### src/rtl/net_packet_rx.sv
// -----------------------------------------------------------------------------
// net_packet_rx
//
// Boot-time network receiver for one core. Packets arriving on the network
// input that carry this core's ID are decoded into registered write strobes
// for the instruction memory, the register file, the barrier mask and the
// PC. The block also tracks the core's boot state (IDLE/LOAD/RUN/HALT) and
// keeps the core stalled (run_o = 0) until a PC packet releases it.
//
// Ports
//   clk             clock, all logic on posedge
//   reset           synchronous, active-high; highest priority input
//   net_packet_i    network packet, sampled every edge, no backpressure
//   halt_i          core reached DONE/FAIL (pulse)
//   imem_wen_o      instruction write strobe, with imem_addr_o / imem_data_o
//   rf_wen_o        register write strobe, with rf_addr_o / rf_data_o
//   pc_wen_o        PC load strobe, with pc_o
//   barrier_mask_o  barrier mask, held until the next BAR packet
//   run_o           core may fetch (state RUN)
//   state_o         0 IDLE, 1 LOAD, 2 RUN, 3 HALT
//   instr_cnt_o     accepted INSTR packets, saturating
//   reg_cnt_o       accepted REG packets, saturating
//   err_o           sticky protocol error
//
// Build option
//   NET_RX_CHECK_EN  when defined, INSTR/REG packets arriving in RUN are
//                    dropped and flag err_o, as do undefined opcodes; when
//                    undefined, every write is honoured and err_o is 0.
//
// The packet address field is as wide as the default imem address; widening
// IMEM_ADDR_W_P or RF_ADDR_W_P beyond net_addr_width_gp is not supported.
// -----------------------------------------------------------------------------

package net_packet_rx_pkg;

   localparam int net_id_width_gp   = 5;
   localparam int net_addr_width_gp = 10;
   localparam int mask_length_gp    = 16;
   localparam int rs_imm_size_gp    = 6;

   localparam logic [2:0] NET_OP_NULL  = 3'd0;
   localparam logic [2:0] NET_OP_INSTR = 3'd1;
   localparam logic [2:0] NET_OP_REG   = 3'd2;
   localparam logic [2:0] NET_OP_PC    = 3'd3;
   localparam logic [2:0] NET_OP_BAR   = 3'd4;

   typedef struct packed {
      logic [net_id_width_gp-1:0]   ID;
      logic [2:0]                   net_op;
      logic [net_addr_width_gp-1:0] net_addr;
      logic [31:0]                  net_data;
   } net_packet_s;

endpackage

module net_packet_rx
   import net_packet_rx_pkg::*;
#(
   parameter int CORE_ID_P     = 1,
   parameter int IMEM_ADDR_W_P = 10,
   parameter int RF_ADDR_W_P   = rs_imm_size_gp,
   parameter int MASK_W_P      = mask_length_gp,
   parameter int PC_W_P        = 10,
   parameter int CNT_W_P       = 11
) (
   input  logic                     clk,
   input  logic                     reset,
   input  net_packet_s              net_packet_i,
   input  logic                     halt_i,
   output logic                     imem_wen_o,
   output logic [IMEM_ADDR_W_P-1:0] imem_addr_o,
   output logic [15:0]              imem_data_o,
   output logic                     rf_wen_o,
   output logic [RF_ADDR_W_P-1:0]   rf_addr_o,
   output logic [31:0]              rf_data_o,
   output logic                     pc_wen_o,
   output logic [PC_W_P-1:0]        pc_o,
   output logic [MASK_W_P-1:0]      barrier_mask_o,
   output logic                     run_o,
   output logic [1:0]               state_o,
   output logic [CNT_W_P-1:0]       instr_cnt_o,
   output logic [CNT_W_P-1:0]       reg_cnt_o,
   output logic                     err_o
);

   typedef enum logic [1:0] {
      ST_IDLE = 2'd0,
      ST_LOAD = 2'd1,
      ST_RUN  = 2'd2,
      ST_HALT = 2'd3
   } state_e;

   localparam logic [net_id_width_gp-1:0] CORE_ID_L = net_id_width_gp'(CORE_ID_P);
   localparam logic [CNT_W_P-1:0]         CNT_MAX_L = {CNT_W_P{1'b1}};
   localparam logic [CNT_W_P-1:0]         CNT_ONE_L = CNT_W_P'(1);

   state_e                   state_q, state_d;
   logic                     acc_s;
   logic                     is_instr_s, is_reg_s, is_pc_s, is_bar_s;
   logic                     wr_block_s;
   logic                     instr_fire_s, reg_fire_s;

   logic                     imem_wen_q, imem_wen_d;
   logic [IMEM_ADDR_W_P-1:0] imem_addr_q, imem_addr_d;
   logic [15:0]              imem_data_q, imem_data_d;
   logic                     rf_wen_q, rf_wen_d;
   logic [RF_ADDR_W_P-1:0]   rf_addr_q, rf_addr_d;
   logic [31:0]              rf_data_q, rf_data_d;
   logic                     pc_wen_q, pc_wen_d;
   logic [PC_W_P-1:0]        pc_q, pc_d;
   logic [MASK_W_P-1:0]      mask_q, mask_d;
   logic                     run_q, run_d;
   logic [CNT_W_P-1:0]       instr_cnt_q, instr_cnt_d;
   logic [CNT_W_P-1:0]       reg_cnt_q, reg_cnt_d;

`ifdef NET_RX_CHECK_EN
   logic                     op_undef_s;
   logic                     err_q, err_d;
`endif

   // Packet decode: classify this cycle's packet and decide which writes fire.
   always_comb begin
      acc_s      = (net_packet_i.ID == CORE_ID_L) && (net_packet_i.net_op != NET_OP_NULL);
      is_instr_s = acc_s && (net_packet_i.net_op == NET_OP_INSTR);
      is_reg_s   = acc_s && (net_packet_i.net_op == NET_OP_REG);
      is_pc_s    = acc_s && (net_packet_i.net_op == NET_OP_PC);
      is_bar_s   = acc_s && (net_packet_i.net_op == NET_OP_BAR);
`ifdef NET_RX_CHECK_EN
      // A running core must not have its program or registers rewritten.
      wr_block_s = (state_q == ST_RUN) && (is_instr_s || is_reg_s);
      op_undef_s = acc_s && !(is_instr_s || is_reg_s || is_pc_s || is_bar_s);
`else
      wr_block_s = 1'b0;
`endif
      instr_fire_s = is_instr_s && !wr_block_s;
      reg_fire_s   = is_reg_s && !wr_block_s;
   end

   // Boot-state next-state logic; halt_i takes precedence over a PC packet in RUN.
   always_comb begin
      state_d = state_q;
      case (state_q)
         ST_IDLE, ST_HALT: begin
            if (is_pc_s) begin
               state_d = ST_RUN;
            end else if (is_instr_s || is_reg_s || is_bar_s) begin
               state_d = ST_LOAD;
            end else begin
               state_d = state_q;
            end
         end
         ST_LOAD: begin
            if (is_pc_s) begin
               state_d = ST_RUN;
            end else begin
               state_d = ST_LOAD;
            end
         end
         ST_RUN: begin
            if (halt_i) begin
               state_d = ST_HALT;
            end else begin
               state_d = ST_RUN;
            end
         end
         default: state_d = ST_IDLE;
      endcase
   end

   // Write datapath: strobes pulse for one cycle, payload registers hold.
   always_comb begin
      imem_wen_d  = instr_fire_s;
      imem_addr_d = imem_addr_q;
      imem_data_d = imem_data_q;
      rf_wen_d    = reg_fire_s;
      rf_addr_d   = rf_addr_q;
      rf_data_d   = rf_data_q;
      pc_wen_d    = is_pc_s;
      pc_d        = pc_q;
      mask_d      = mask_q;
      instr_cnt_d = instr_cnt_q;
      reg_cnt_d   = reg_cnt_q;
      run_d       = (state_d == ST_RUN);

      if (instr_fire_s) begin
         imem_addr_d = net_packet_i.net_addr[IMEM_ADDR_W_P-1:0];
         imem_data_d = net_packet_i.net_data[15:0];
         if (instr_cnt_q != CNT_MAX_L) begin
            instr_cnt_d = instr_cnt_q + CNT_ONE_L;
         end else begin
            instr_cnt_d = instr_cnt_q;
         end
      end else begin
         instr_cnt_d = instr_cnt_q;
      end

      if (reg_fire_s) begin
         rf_addr_d = net_packet_i.net_addr[RF_ADDR_W_P-1:0];
         rf_data_d = net_packet_i.net_data;
         if (reg_cnt_q != CNT_MAX_L) begin
            reg_cnt_d = reg_cnt_q + CNT_ONE_L;
         end else begin
            reg_cnt_d = reg_cnt_q;
         end
      end else begin
         reg_cnt_d = reg_cnt_q;
      end

      if (is_pc_s) begin
         pc_d = net_packet_i.net_data[PC_W_P-1:0];
      end else begin
         pc_d = pc_q;
      end

      if (is_bar_s) begin
         mask_d = net_packet_i.net_data[MASK_W_P-1:0];
      end else begin
         mask_d = mask_q;
      end
   end

   // State and output registers; reset drops any packet sampled on the same edge.
   always_ff @(posedge clk) begin
      if (reset) begin
         state_q     <= ST_IDLE;
         imem_wen_q  <= 1'b0;
         imem_addr_q <= '0;
         imem_data_q <= 16'h0000;
         rf_wen_q    <= 1'b0;
         rf_addr_q   <= '0;
         rf_data_q   <= 32'h0000_0000;
         pc_wen_q    <= 1'b0;
         pc_q        <= '0;
         mask_q      <= '0;
         run_q       <= 1'b0;
         instr_cnt_q <= '0;
         reg_cnt_q   <= '0;
      end else begin
         state_q     <= state_d;
         imem_wen_q  <= imem_wen_d;
         imem_addr_q <= imem_addr_d;
         imem_data_q <= imem_data_d;
         rf_wen_q    <= rf_wen_d;
         rf_addr_q   <= rf_addr_d;
         rf_data_q   <= rf_data_d;
         pc_wen_q    <= pc_wen_d;
         pc_q        <= pc_d;
         mask_q      <= mask_d;
         run_q       <= run_d;
         instr_cnt_q <= instr_cnt_d;
         reg_cnt_q   <= reg_cnt_d;
      end
   end

`ifdef NET_RX_CHECK_EN
   // Sticky error: set by writes blocked in RUN or by an undefined opcode.
   always_comb begin
      err_d = err_q | wr_block_s | op_undef_s;
   end

   // Error flag register.
   always_ff @(posedge clk) begin
      if (reset) begin
         err_q <= 1'b0;
      end else begin
         err_q <= err_d;
      end
   end

   assign err_o = err_q;
`else
   assign err_o = 1'b0;
`endif

   assign imem_wen_o     = imem_wen_q;
   assign imem_addr_o    = imem_addr_q;
   assign imem_data_o    = imem_data_q;
   assign rf_wen_o       = rf_wen_q;
   assign rf_addr_o      = rf_addr_q;
   assign rf_data_o      = rf_data_q;
   assign pc_wen_o       = pc_wen_q;
   assign pc_o           = pc_q;
   assign barrier_mask_o = mask_q;
   assign run_o          = run_q;
   assign state_o        = state_q;
   assign instr_cnt_o    = instr_cnt_q;
   assign reg_cnt_o      = reg_cnt_q;

endmodule
### config.mk
export PLATFORM = sky130hd
export DESIGN_NAME = net_packet_rx
export DESIGN_NICKNAME = d
export VERILOG_FILES = /design/src/rtl/net_packet_rx.sv
export SDC_FILE = /design/constraint.sdc
export NUM_CORES = 1
export LEC_CHECK = 0
export CAP_MARGIN = 20
export CORE_ASPECT_RATIO = 0.75
export CORE_MARGIN = 2
export CORE_UTILIZATION = 44
export CTS_CLUSTER_SIZE = 14
export DETAILED_ROUTE_END_ITERATION = 16
export GPL_TIMING_DRIVEN = 0
export HOLD_SLACK_MARGIN = 0.06
export PLACE_DENSITY_LB_ADDON = 0.1
export SLEW_MARGIN = 15
export SYNTH_ARGS = -nofsm -noshare
export SYNTH_HDL_FRONTEND = slang
export SYNTH_SLANG_ARGS = --single-unit
### constraint.sdc
create_clock -name clk -period 3.69 [get_ports clk]
set_clock_uncertainty 0.05 [all_clocks]
set_input_delay 1.107 -clock clk [delete_from_list [all_inputs] [get_ports clk]]
set_output_delay 1.107 -clock clk [all_outputs]
set_load 0.01 [all_outputs]
==> flow_metrics.tcl <==
set metrics [dict create \
    syn_nets 594 \
    start_kind "input pin" \
    fin_nets 783 \
    clockBufferDepth 2 \
    gp_routability_congestion 0.814 \
    die_height_um 91.9 \
    ant_nets 0 \
    required_ns 3.96 \
    drc 0 \
    hold_ws_ns 0.404 \
    seq_area_frac_synth 0.521 \
    worst_hold_path_type "flop to flop" \
    synth_top_area_frac 0.521 \
    antenna_found_initial 0 \
    cts_hold_buf 0 \
    worstRegToRegCells 7 \
    crit-reg2reg-launch "reg_cnt_o[0]" \
    clkPwrFrac 0.504 \
    hp-start "imem_data_o[4]" \
    synth_edf_count 0 \
    leakagePower_nw 2.52 \
    synthFlopType "dfxtp_1" \
    ir_drop_uv 322 \
    grt_pass1_wl_um 21400 \
    grt-ovfl-total 0 \
    period_share 0.843 \
    path_class "input pin to flop" \
    clock_latency_ns 0.40 \
    grt_start_max_net_pins 17 \
    rrSetupSlack_ns 1.58 \
    status "finished, final reports clean" \
    max_clock_freq_ghz 0.321 \
    antenna_cells 0 \
    die-area_um2 11100 \
    swShare 0.214 \
    finalCriticalPeriod_ns 3.11 \
    core_um2 10200 \
    port_buffers 169 \
    cts_setup_buffers 0 \
    ys_async_sr_fraction 0 \
    synth_seq_cells 118 \
    drv_slew 0 \
    ys_types 43 \
    syn_area_um2 4530 \
    first_pass_iters 5 \
    hold_viol 0 \
    crit_path_end_kind "flop" \
    pwr-share-comb 0.063 \
    cp.arrival_ns 3.39 \
    ys_warn_count 0 \
    syn_to_final_growth_pct 53.3 \
    cts_sinks 118 \
    vias 4488 \
    r2r-end "reg_cnt_o[5]" \
    avgSynthCellArea_um2 8.44 \
    wl_um 13700 \
    internal-power_mw 2.35 \
    grt_pass1_vias 4357 \
    synth_area_leader_cell "dfxtp_1" \
    setup_viol_count_final 0 \
    min_path_cells 2 \
    power_frac_seq 0.433 \
    post-dp-hpwl_um 9940 \
    cp_max_fo 10 \
    die_x_um 121 \
    root_buffer "clkbuf_16" \
    max_slew_margin 0.505 \
    drive_above_1_share 0.0623 \
    postCtsResizedCells 0 \
    clkTransAtPathRegs_ns 0.05 \
    via_per_inst 5.14 \
    rsz0062_at_grt "no" \
    start_util 0.446 \
    tns_ns 0 \
    synth_common_cells "nand2_1, dfxtp_1, a21oi_1" \
    switchingPower_mw 0.642 \
    powerDensity_nw_per_um2 431 \
    dr.first_iter.drc_count 354 \
    gr-usage-all-layers 0.247 \
    io_pins 172 \
    postSynthCellCount 537 \
    min_to "imem_data_o[4]" \
    num_rows 32 \
    wl_per_cell_um 15.6 \
    synth_area_leaders "dfxtp_1, nand2_1, a21oi_1" \
    htree_levels 4 \
    cap_violations 0 \
    synth.most_common_cell "nand2_1" \
    worstMarginPinSlew_ns 0.742 \
    cts_buffers 17 \
    cts_tree "yes" \
]
## cell usage in the layout (no fill, tap or decap), types with 2 or more instances in the layout
master / netlist / final
mux2i_1: 26 / 26
nand2_1: 141 / 141
clkbuf_1: 29 / 30
clkbuf_16: 0 / 17
nor4_1: 6 / 6
ha_1: 4 / 4
nand4_1: 4 / 4
or3_1: 5 / 5
buf_2: 4 / 4
clkdlybuf4s50_1: 0 / 169
nand3_1: 9 / 9
nor2b_1: 3 / 3
nand3b_1: 2 / 2
a21oi_1: 80 / 80
clkinvlp_4: 0 / 2
dfxtp_1: 118 / 118
clkinv_2: 0 / 7
o21ai_0: 5 / 5
buf_4: 2 / 2
clkbuf_8: 0 / 3
a21o_1: 2 / 2
o41ai_1: 2 / 2
nor2_1: 38 / 38
o31ai_1: 10 / 10
nor3_1: 4 / 4
a41oi_1: 3 / 3
mux2_2: 3 / 3
inv_1: 6 / 6
and3_1: 2 / 2
and2_1: 3 / 3
or4_1: 9 / 9
## area by class of cell
class / count / area, um^2
Clock buffer: 21 / 470
Timing Repair Buffer: 170 / 1700
Clock inverter: 10 / 80.1
Inverter: 6 / 22.5
Fill cell: 843 / 3220
Sequential cell: 118 / 2360
Buffer: 37 / 159
Tap cell: 136 / 170
Multi-Input combinational cell: 376 / 1990
## metal layers
metal	part of all wire	global-route usage
met3	0.084	0.0896
met1	0.45	0.319
met5	0	0
met2	0.46	0.389
met4	0.0076	0.0738
## critical path, cell delays in order
cell	delay (ns)
clkdlybuf4s50_1	0.46
or4b_1	0.56
nor4_1	0.47
buf_2	0.33
buf_2	0.25
nand2_1	0.08
a21oi_1	0.13
## kinds of logic after synthesis
logic type	after synthesis	share of synthesized area
simple gates	235	0.230
other cells	1	0.000827
buf+inv	43	0.0400
flops	118	0.521
compound gates	107	0.132
fa+ha+maj	4	0.0110
mux	29	0.0649
## metrics by stage
step / instances / total power [mW] / utilization / setup WS, ns / cell area [um^2]
6_report: 874 / 2.99 / 0.683 / 0.578 / 6950
4_1_cts: 873 / 3.02 / 0.683 / 0.558 / 6950
2_1_floorplan: 537 / 1.39 / - / 0.731 / 4530
3_5_place_dp: 842 / 1.51 / 0.629 / 0.137 / 6390
5_1_grt: 874 / 3.10 / 0.683 / 0.377 / 6950
3_3_place_gp: 842 / 1.51 / 0.629 / 0.178 / 6390
## flip-flops by register name (all words and copies together) (netlist names)
register,flops
rf_data_o,32
barrier_mask_o,16
imem_data_o,16
instr_cnt_o,11
reg_cnt_o,11
imem_addr_o,10
pc_o,10
rf_addr_o,6
state_o,2
imem_wen_o,1
pc_wen_o,1
rf_wen_o,1
run_o,1
## worst max path at each step
stage	endpoint	slack (ns)	depth (start not counted)	from
floorplan	instr_cnt_o[5]	0.73	6	net_packet_i[42]
global placement	imem_addr_o[0]	0.18	7	net_packet_i[46]
detailed placement	imem_addr_o[0]	0.14	7	net_packet_i[46]
CTS	imem_addr_o[0]	0.56	7	net_packet_i[46]
global route	rf_data_o[24]	0.38	7	net_packet_i[44]
finish	imem_addr_o[0]	0.58	7	net_packet_i[46]
## power groups by stage
stage	Sequential [mW]	Clock (mW)	Combinational, mW
after CTS	1.30	1.54	0.188
after floorplan	1.33	0	0.0671
after global placement	1.32	0	0.182
after global routing	1.30	1.60	0.203
after detailed placement	1.32	0	0.186
final	1.30	1.51	0.188
(Power assumes the default switching activity.)
